### src/rtl/serial_frame_rx.sv
// Serial frame receiver: start bit, DATA_W data bits LSB first, optional parity, stop bit.
// Optional parity stage is enabled by defining the macro RX_PARITY_EN.
module serial_frame_rx #(
  parameter int DATA_W     = 8,
  parameter int PARITY_ODD = 0
) (
  input  logic              clk,
  input  logic              reset,
  input  logic              rx_in,
  input  logic              bit_en,
  output logic [DATA_W-1:0] data_out,
  output logic              data_valid,
  output logic              parity_err,
  output logic              frame_err,
  output logic              busy,
  output logic [1:0]        dbg_state
);

  localparam int CNT_W = $clog2(DATA_W + 1);
  localparam logic [CNT_W-1:0] CNT_LAST = CNT_W'(DATA_W - 1);
  localparam logic [CNT_W-1:0] CNT_ONE  = CNT_W'(1);

  typedef enum logic [1:0] {
    S_IDLE   = 2'd0,
    S_DATA   = 2'd1,
    S_PARITY = 2'd2,
    S_STOP   = 2'd3
  } state_t;

  state_t              r_state;
  logic [CNT_W-1:0]    r_cnt;
  logic [DATA_W-1:0]   r_shift;
  logic [DATA_W-1:0]   r_data_out;
  logic                r_data_valid;
  logic                r_parity_err;
  logic                r_frame_err;

`ifdef RX_PARITY_EN
  localparam logic PAR_ODD = (PARITY_ODD != 0);
  logic                r_perr;
`else
  logic                w_unused_par;
  assign w_unused_par = (PARITY_ODD != 0);
`endif

  // Everything advances only on bit_en; the strobes default low every cycle.
  always_ff @(posedge clk) begin
    if (reset) begin
      r_state      <= S_IDLE;
      r_cnt        <= '0;
      r_shift      <= '0;
      r_data_out   <= '0;
      r_data_valid <= 1'b0;
      r_parity_err <= 1'b0;
      r_frame_err  <= 1'b0;
`ifdef RX_PARITY_EN
      r_perr       <= 1'b0;
`endif
    end else begin
      r_data_valid <= 1'b0;
      r_parity_err <= 1'b0;
      r_frame_err  <= 1'b0;
      if (bit_en) begin
        case (r_state)
          S_IDLE: begin
            if (!rx_in) begin
              r_state <= S_DATA;
              r_cnt   <= '0;
`ifdef RX_PARITY_EN
              r_perr  <= 1'b0;
`endif
            end
          end
          S_DATA: begin
            // LSB arrives first, so shifting right lands bit k at index k.
            r_shift <= {rx_in, r_shift[DATA_W-1:1]};
            r_cnt   <= r_cnt + CNT_ONE;
            if (r_cnt == CNT_LAST) begin
`ifdef RX_PARITY_EN
              r_state <= S_PARITY;
`else
              r_state <= S_STOP;
`endif
            end
          end
`ifdef RX_PARITY_EN
          S_PARITY: begin
            r_perr  <= ((^r_shift) ^ rx_in) != PAR_ODD;
            r_state <= S_STOP;
          end
`endif
          S_STOP: begin
            if (rx_in) begin
              r_data_out   <= r_shift;
              r_data_valid <= 1'b1;
`ifdef RX_PARITY_EN
              r_parity_err <= r_perr;
`endif
            end else begin
              r_frame_err <= 1'b1;
            end
            r_state <= S_IDLE;
          end
          default: r_state <= S_IDLE;
        endcase
      end
    end
  end

  assign data_out   = r_data_out;
  assign data_valid = r_data_valid;
  assign parity_err = r_parity_err;
  assign frame_err  = r_frame_err;
  assign busy       = (r_state != S_IDLE);
  assign dbg_state  = r_state;

endmodule

### config.mk
export PLATFORM = sky130hd
export DESIGN_NAME = serial_frame_rx
export DESIGN_NICKNAME = d
export VERILOG_FILES = /design/src/rtl/serial_frame_rx.sv
export SDC_FILE = /design/constraint.sdc
export NUM_CORES = 1
export LEC_CHECK = 0
export ABC_AREA = 1
export CAP_MARGIN = 20
export CORE_UTILIZATION = 54
export CTS_CLUSTER_DIAMETER = 60
export DETAILED_ROUTE_END_ITERATION = 10
export DONT_BUFFER_PORTS = 1
export PLACE_DENSITY = 0.75
export SLEW_MARGIN = 20
export SYNTH_ARGS = -nofsm -noshare
export SYNTH_HDL_FRONTEND = slang
export SYNTH_SLANG_ARGS = --single-unit
### constraint.sdc
create_clock -name clk -period 1.2 [get_ports clk]
set_input_delay 0.12 -clock clk [delete_from_list [all_inputs] [get_ports clk]]
set_output_delay 0.12 -clock clk [all_outputs]
set_load 0.02 [all_outputs]
Word level (Yosys, flattened, before mapping)
Cells that the tools add are included.
W data, S select, Z words.
- bits in read-only memories: 0
- latch bits: 0
- register bits after elaboration: 24
- logic and storage cells: 29
- RAM bits: 0
- memories kept: 0
- input bits: 4
- output and inout bits: 14
- magnitude comparators: 0
- multipliers: 0
- reduce and logical (&&, ||, !) cells: 8
- muxes and demuxes: 7
- equal/unequal tests: 5
- add/subtract/negate cells: 1
- shift operators: 0
- div/mod/pow operators: 0
- bitwise gates (word level): 2
- operators with widths (kind ; number):
    $reduce_and A3 Y1 ; 3
    $pmux W4 S2 ; 1
    $add A4 B1 Y4 const B ; 1
    $eq A4 B3 Y1 const B ; 1
    $mux W2 ; 2
    $mux W4 ; 1
    $ne A2 B2 Y1 const B ; 2
    $pmux W2 S2 ; 1
    $reduce_bool A2 Y1 ; 2
    $reduce_or A3 Y1 ; 1
    $eq A2 B1 Y1 const B ; 1
    $eq A2 B2 Y1 const B ; 1
    $logic_not A2 Y1 ; 1
    $mux W1 ; 2
    $not A1 Y1 ; 2
    $reduce_and A2 Y1 ; 1

Depth between registers and ports, before layout
Gate-level depths: netlist (run 1).
- depth after elaboration: 3
- depth in mapped cells: 7
- mapped depth without buffers: 7

Worst setup path before layout (run 1)
No wires, ideal clock.
- kind: reg-to-reg
- start: register r_state[0], in the netlist dbg_state[0]
- end: register r_shift[3]
- library setup time: 117 ps
- path slack: 22 ps
- clock period less this slack: 1178 ps
- required time: 1083 ps
- cell stages (with the launch flop): 7
- path buffers: 1
- arrival time: 1061 ps
- path through: dfxtp_1 inv_1 nor2_2 nand2_1 buf_6 o21ai_1 a21oi_1
- word-level cells in the longest chain between the ends: 2
- RTL lines (item ; RTL line ; text):
    start: declaration ; 30 ; state_t r_state;
    start signal: assignment ; 49 ; r_state <= S_IDLE;
    start signal: assignment ; 67 ; r_state <= S_DATA;
    start signal: assignment ; 82 ; r_state <= S_STOP;
    $eq A2 B1 Y1 ; 64 ; case (r_state)
    $reduce_and A2 Y1 (no source line) ; -- ;
    end signal: assignment ; 76 ; r_shift <= {rx_in, r_shift[DATA_W-1:1]};
    end: declaration ; 32 ; logic [DATA_W-1:0] r_shift;
Every way passes these cells.
A chain may end at the register's enable or synchronous reset.

Final worst setup path (run 1)
- start: register r_state[1], in the netlist dbg_state[1]
- end: register r_data_out[3], in the netlist data_out[3]
- word-level cells in the longest chain between the ends: 2
- RTL lines (item ; RTL line ; text):
    $eq A2 B2 Y1 ; 64 ;
    $reduce_and A3 Y1 (no source line) ; -- ;
    end signal: assignment ; 94 ; r_data_out <= r_shift;
    end: declaration ; 33 ; logic [DATA_W-1:0] r_data_out;
Every way passes these cells.

==> results.cfg, run 1 <==
[pwr]
p_seq_frac = 0.533
combPwrFrac = 0.115
net-switching-power_mw = 0.391
switching_share = 0.240
power_density_nw_per_um2 = 1470
p_int_mw = 1.24
peakVddDrop_mv = 0.844
pwr-share-clk = 0.352
power.leakage_nw = 0.458

[floorplan]
fp.dieArea_sq_um = 1960
core_area_sq_um = 1590
initial_utilization = 0.606
io_pins = 18
dieWidth_um = 44.3
die_y_um = 44.3
num_rows = 14

[detailed_routing]
drt_wl_total_um = 1750
drt_iter0_markers = 27
vias = 778
wl_per_cell_um = 11.5
drcViolationCount = 0
via_per_inst = 5.12
detail-route-antenna-nets = 0
dr.pass1.iters = 4

[sta]
clock_skew_ps = 4.44
hold_slack_ps = 15.6
finalHoldViolCount = 0
fmax_mhz = 891
period_share = 0.936
setup_violations = 0
rsz0062_at_grt = no
final.min_clock_period_ps = 1120
tns_ps = 0
slew_violations = 0

[critical_path]
worstPathRequired_ps = 1450
path_delay_family = flip-flops
crit_type = flop to flop
worstSetupEndpointType = flop
cp_cell_sequence = nand3_2 -> nor2_4 -> buf_12 -> o21ai_0 -> a21oi_1
setup.worst_path.start_class = flop
path_max_fanout = 9
worstPathArrival_ps = 1370
crit_slowest_cell = dfxtp_2
max_stage_delay_ps = 410
path_buf_inv = 1

[logic_synthesis]
syn-instance-count = 120
synth_top_cell_by_area = dfxtp_1
ys_types = 22
syn_nets = 125
yosysSeqAreaShare = 0.497
ys_seq_elements = 24
avgSynthCellArea_sq_um = 8.05
yosys-top-cells-area = dfxtp_1 (50%), a21oi_1 (7.3%), nor2_1 (6.6%), inv_1 (5.4%), nand2_1 (4.7%)
synth_top_area_share = 0.497
synth_warnings = 0
syn_area_sq_um = 966

[finish]
drive_above_1_share = 0.203
nFillCells = 122
n_antenna_cell = 0
layout_common_cells = dfxtp_1 (20), nor2_1 (16), a21oi_1 (14)
area_growth_pct = 14.8
final_common_cell = dfxtp_1
nets = 134
stdcell_count = 152

[cts]
cts_buffers = 3
numClockSinks = 24
cts_tree = done
htreeDepth = 1
clock_path_buffers = 2
root_buffer = clkbuf_4
clk_latency_ps = 310
path_clk_slew_ps = 130

[global_routing]
grt_pass1_vias = 669
grt_usage = 0.202
grt_max_degree = 20
grt-ovfl-total = 0
antenna_found_initial = 0
grt_pass1_wl_um = 2880

[worst_hold_path]
hold_path.class = input pin to flop

[place]
hpwl_um = 1210
place_inst = 144
gp_congestion = 0.896
port_buffers = 0

[status]
status = complete, no violations

[flow_run]
maxCapViolCount = 0
-- metal layers --
metal,global-route usage,share of wire,routed length [um],vias up
li1,-,-,-,408
met1,0.268,0.49,848,351
met2,0.306,0.47,824,19
met3,0.0571,0.042,73,0
met4,0.0909,0,0,0
met5,0,0,0,-
-- cell usage after synthesis --
master / count
o21ai_2: 2
conb_1: 1
nor2_1: 17
nand3_1: 4
buf_6: 2
inv_2: 1
buf_4: 1
nor2_2: 1
o21ai_1: 8
nor3_1: 1
nand2_1: 12
a21oi_1: 14
ha_1: 1
nand3_2: 1
o21a_1: 1
nand4_1: 2
nor2_4: 2
o21ai_0: 8
inv_1: 14
dfxtp_1: 24
buf_2: 1
a21oi_2: 2
-- state kept, by name, summed over array words and instances (netlist names) --
signal,cells
data_out,8
data_valid,1
dbg_state,2
frame_err,1
r_cnt,4
r_shift,8
-- through the flow --
step / utilization / worst slack (ps) / instance area (sq um) / power, mW
2_1_floorplan: - / 22.1 / 966 / 1.01
3_5_place_dp: 0.630 / 4.96 / 1000 / 1.05
3_3_place_gp: 0.630 / 21.9 / 1000 / 1.05
6_report: 0.695 / 77.3 / 1110 / 1.63
5_1_grt: 0.695 / 3.96 / 1110 / 1.72
4_1_cts: 0.683 / 19.4 / 1090 / 1.64
-- power groups by stage --
stage | Clock [mW] | Combinational (mW) | Sequential [mW]
after floorplan | 0 | 0.127 | 0.886
after global placement | 0 | 0.166 | 0.881
after detailed placement | 0 | 0.168 | 0.882
after CTS | 0.595 | 0.182 | 0.864
after global routing | 0.632 | 0.210 | 0.874
final | 0.575 | 0.187 | 0.868
-- final cells by class --
type	count	area, sq um	share of cell area
Sequential cell	24	488	0.440
Tap cell	24	30.0	0.0271
Multi-Input combinational cell	77	402	0.362
Clock buffer	3	22.5	0.0203
Timing Repair Buffer	8	80.1	0.0722
Clock inverter	1	30.0	0.0271
Inverter	15	56.3	0.0508
-- worst paths after layout --
check / to / cells after the start / startpoint / slack [ps]
worst max-delay path: data_out[3] / 5 / dbg_state[1] / 80
worst min-delay path: r_cnt[2] / 4 / bit_en / 20
worst max register to register: data_out[3] / 5 / dbg_state[1] / 80
worst min register to register: data_out[4] / 2 / r_shift[4] / 480
-- worst min-delay path, stage by stage --
cell     delay (ps)
nand4_1          60
nand2_1          40
inv_1            40
nor2_1           30
-- what timing repair did --
item,in CTS,in global routing
hold buffers,3,0
setup endpoints to repair,3,10
resized for setup,1,8
pin swaps,0,1
buffers inserted,0,1
hold endpoints to repair,6,0
-- cell families (layout without fill, tap and decap cells) --
kind of cell	count (synthesis)	after routing	share of synthesized area
buffers and inverters	19	27	0.0946
adder cells (fa/ha/maj)	1	1	0.0130
AO/OA/AOI/OAI	35	35	0.199
other	1	1	0.00388
AND/OR/NAND/NOR	40	40	0.192
flip-flops	24	24	0.497
Power figures use the tool's default switching activity.
==> inputs of run 2 (changes only) <==
Settings changed: CORE_UTILIZATION 54 to 53, PLACE_DENSITY 0.75 to 0.77.
Clock period 1.2 ns to 1 ns, I/O delays scaled along.
==> results.cfg, run 2 (synthesis results as in run 1) <==
[status]
status = finished with violations
violations = hold timing, setup timing

[detailed_routing]
drcViolationCount = 0
wl_per_cell_um = 12.3
drt_iter0_markers = 16
dr.pass1.iters = 5
via_per_inst = 5.32
drt_wl_total_um = 2020
detail-route-antenna-nets = 0
vias = 877

[place]
gp_congestion = 0.851
hpwl_um = 1310
dpl_worst_slack_ps = -80.5
port_buffers = 0
place_inst = 158

[pwr]
p_int_mw = 1.27
combPwrFrac = 0.163
net-switching-power_mw = 0.495
pwr-share-clk = 0.241
power.leakage_nw = 0.525
switching_share = 0.280
p_seq_frac = 0.595
peakVddDrop_mv = 0.934
p_total_mw = 1.77
power_density_nw_per_um2 = 1410

[sta]
period_share = 1.09
fin_ws_ps = -90.2
final.min_clock_period_ps = 1090
slew_violations = 0
clock_skew_ps = 2.14
setup_violations = 17
fmax_mhz = 917
hold_slack_ps = -158
finalHoldViolCount = 5
rsz0062_at_grt = yes
tns_ps = -765

[global_routing]
antenna_found_initial = 0
grt_pass1_vias = 747
grt_usage = 0.222
grt_pass1_wl_um = 3220
grt_max_degree = 20
grt-ovfl-total = 0

[critical_path]
cp_cell_sequence = nor2_2 -> nand2_1 -> nand3_2 -> nand2_1 -> a21oi_1
path_max_fanout = 5
r2r-start = dbg_state[1]
worstSetupEndpointType = flop
cpMostUsedCell = nand2_1
worstPathRequired_ps = 1240
setup.worst_path.start_class = flop
rr_endpoint = r_cnt[1]
crit_slowest_cell = dfxtp_4
path_buf_inv = 0
worstPathArrival_ps = 1330
rrSetupSlack_ps = -90
path_delay_family = simple AND/OR/NAND/NOR gates
max_stage_delay_ps = 410
crit_type = flop to flop
r2r_cells = 5

[worst_hold_path]
worstHoldPathCells = 1
hold_path.class = input pin to flop
worstHoldStart = reset
holdPathEnd = r_cnt[3]

[finish]
final_util = 0.731
nets = 146
nFillCells = 123
stdcell_count = 165
final-seq-area_sq_um = 490
area_growth_pct = 29.3
drive_above_1_share = 0.379
layout_common_cells = dfxtp_1 (20), buf_4 (17), nor2_1 (16)
final_common_cell = dfxtp_1
multi_input_area_sq_um = 482
n_antenna_cell = 0

[cts]
clock_path_buffers = 2
path_clk_slew_ps = 120
clk_latency_ps = 300
cts_tree = done
cts_buffers = 3
numClockSinks = 24
holdBufCountCts = 1
root_buffer = clkbuf_4
htreeDepth = 1

[floorplan]
fp.dieArea_sq_um = 2000
dieWidth_um = 44.7
die_y_um = 44.7
initial_utilization = 0.566
io_pins = 18
num_rows = 15
core_area_sq_um = 1710

[flow_run]
maxCapViolCount = 0
run 2: cell types whose count changed in the layout (fill, tap and decap cells not counted), sizes merged:
cell and delta:
buf +14, dlygate4sd3 -2, clkbuf +1, bufinv -1
run 2: worst max-delay path by stage:
| stage | start | endpoint | slack, ps | depth (start not counted) |
|---|---|---|---|---|
| after detailed placement | dbg_state[0] | r_cnt[0] | -80 | 5 |
| after global routing | dbg_state[1] | r_cnt[1] | -150 | 5 |
| after global placement | dbg_state[0] | r_shift[6] | -50 | 5 |
| after CTS | dbg_state[1] | r_cnt[3] | -70 | 5 |
| after floorplan | dbg_state[0] | r_shift[3] | -7 | 6 |
| final | dbg_state[1] | r_cnt[1] | -90 | 5 |
run 2: power groups by stage:
stage / logic, mW / clock network, mW / registers (mW)
global placement: 0.220 / 0 / 1.05
CTS: 0.249 / 0.436 / 1.04
floorplan: 0.153 / 0 / 1.07
global route: 0.317 / 0.469 / 1.06
finish: 0.289 / 0.427 / 1.05
detailed placement: 0.228 / 0 / 1.05
run 2: final cells by class:
cell class	instances	area share
inverter	15	0.0471
multi-input combinational	77	0.386
timing repair buffer	20	0.128
tap	25	0.0251
sequential	24	0.393
clock buffer	4	0.0210
run 2: repair_timing:
action                                 4_1_cts  5_1_grt
resized for setup                           18       18
buffers inserted                             0        2
endpoints found under the hold margin        6        5
pin swaps                                    4        4
setup endpoints to repair                   21       26
run 2: through the flow:
| step | area [sq um] | hold WS (ps) |
|---|---|---|
| 5_1_grt | 1250 | -169 |
| 3_5_place_dp | 1090 | 173 |
| 3_3_place_gp | 1090 | 171 |
| 6_report | 1250 | -158 |
| 2_1_floorplan | 971 | 169 |
| 4_1_cts | 1180 | -160 |
run 2: routing by layer:
metal,up-vias,global-route usage,wire length [um]
li1,431,-,-
met1,409,0.267,865
met2,31,0.382,1040
met3,6,0.0480,74
met4,0,0.0970,38
met5,-,0,0
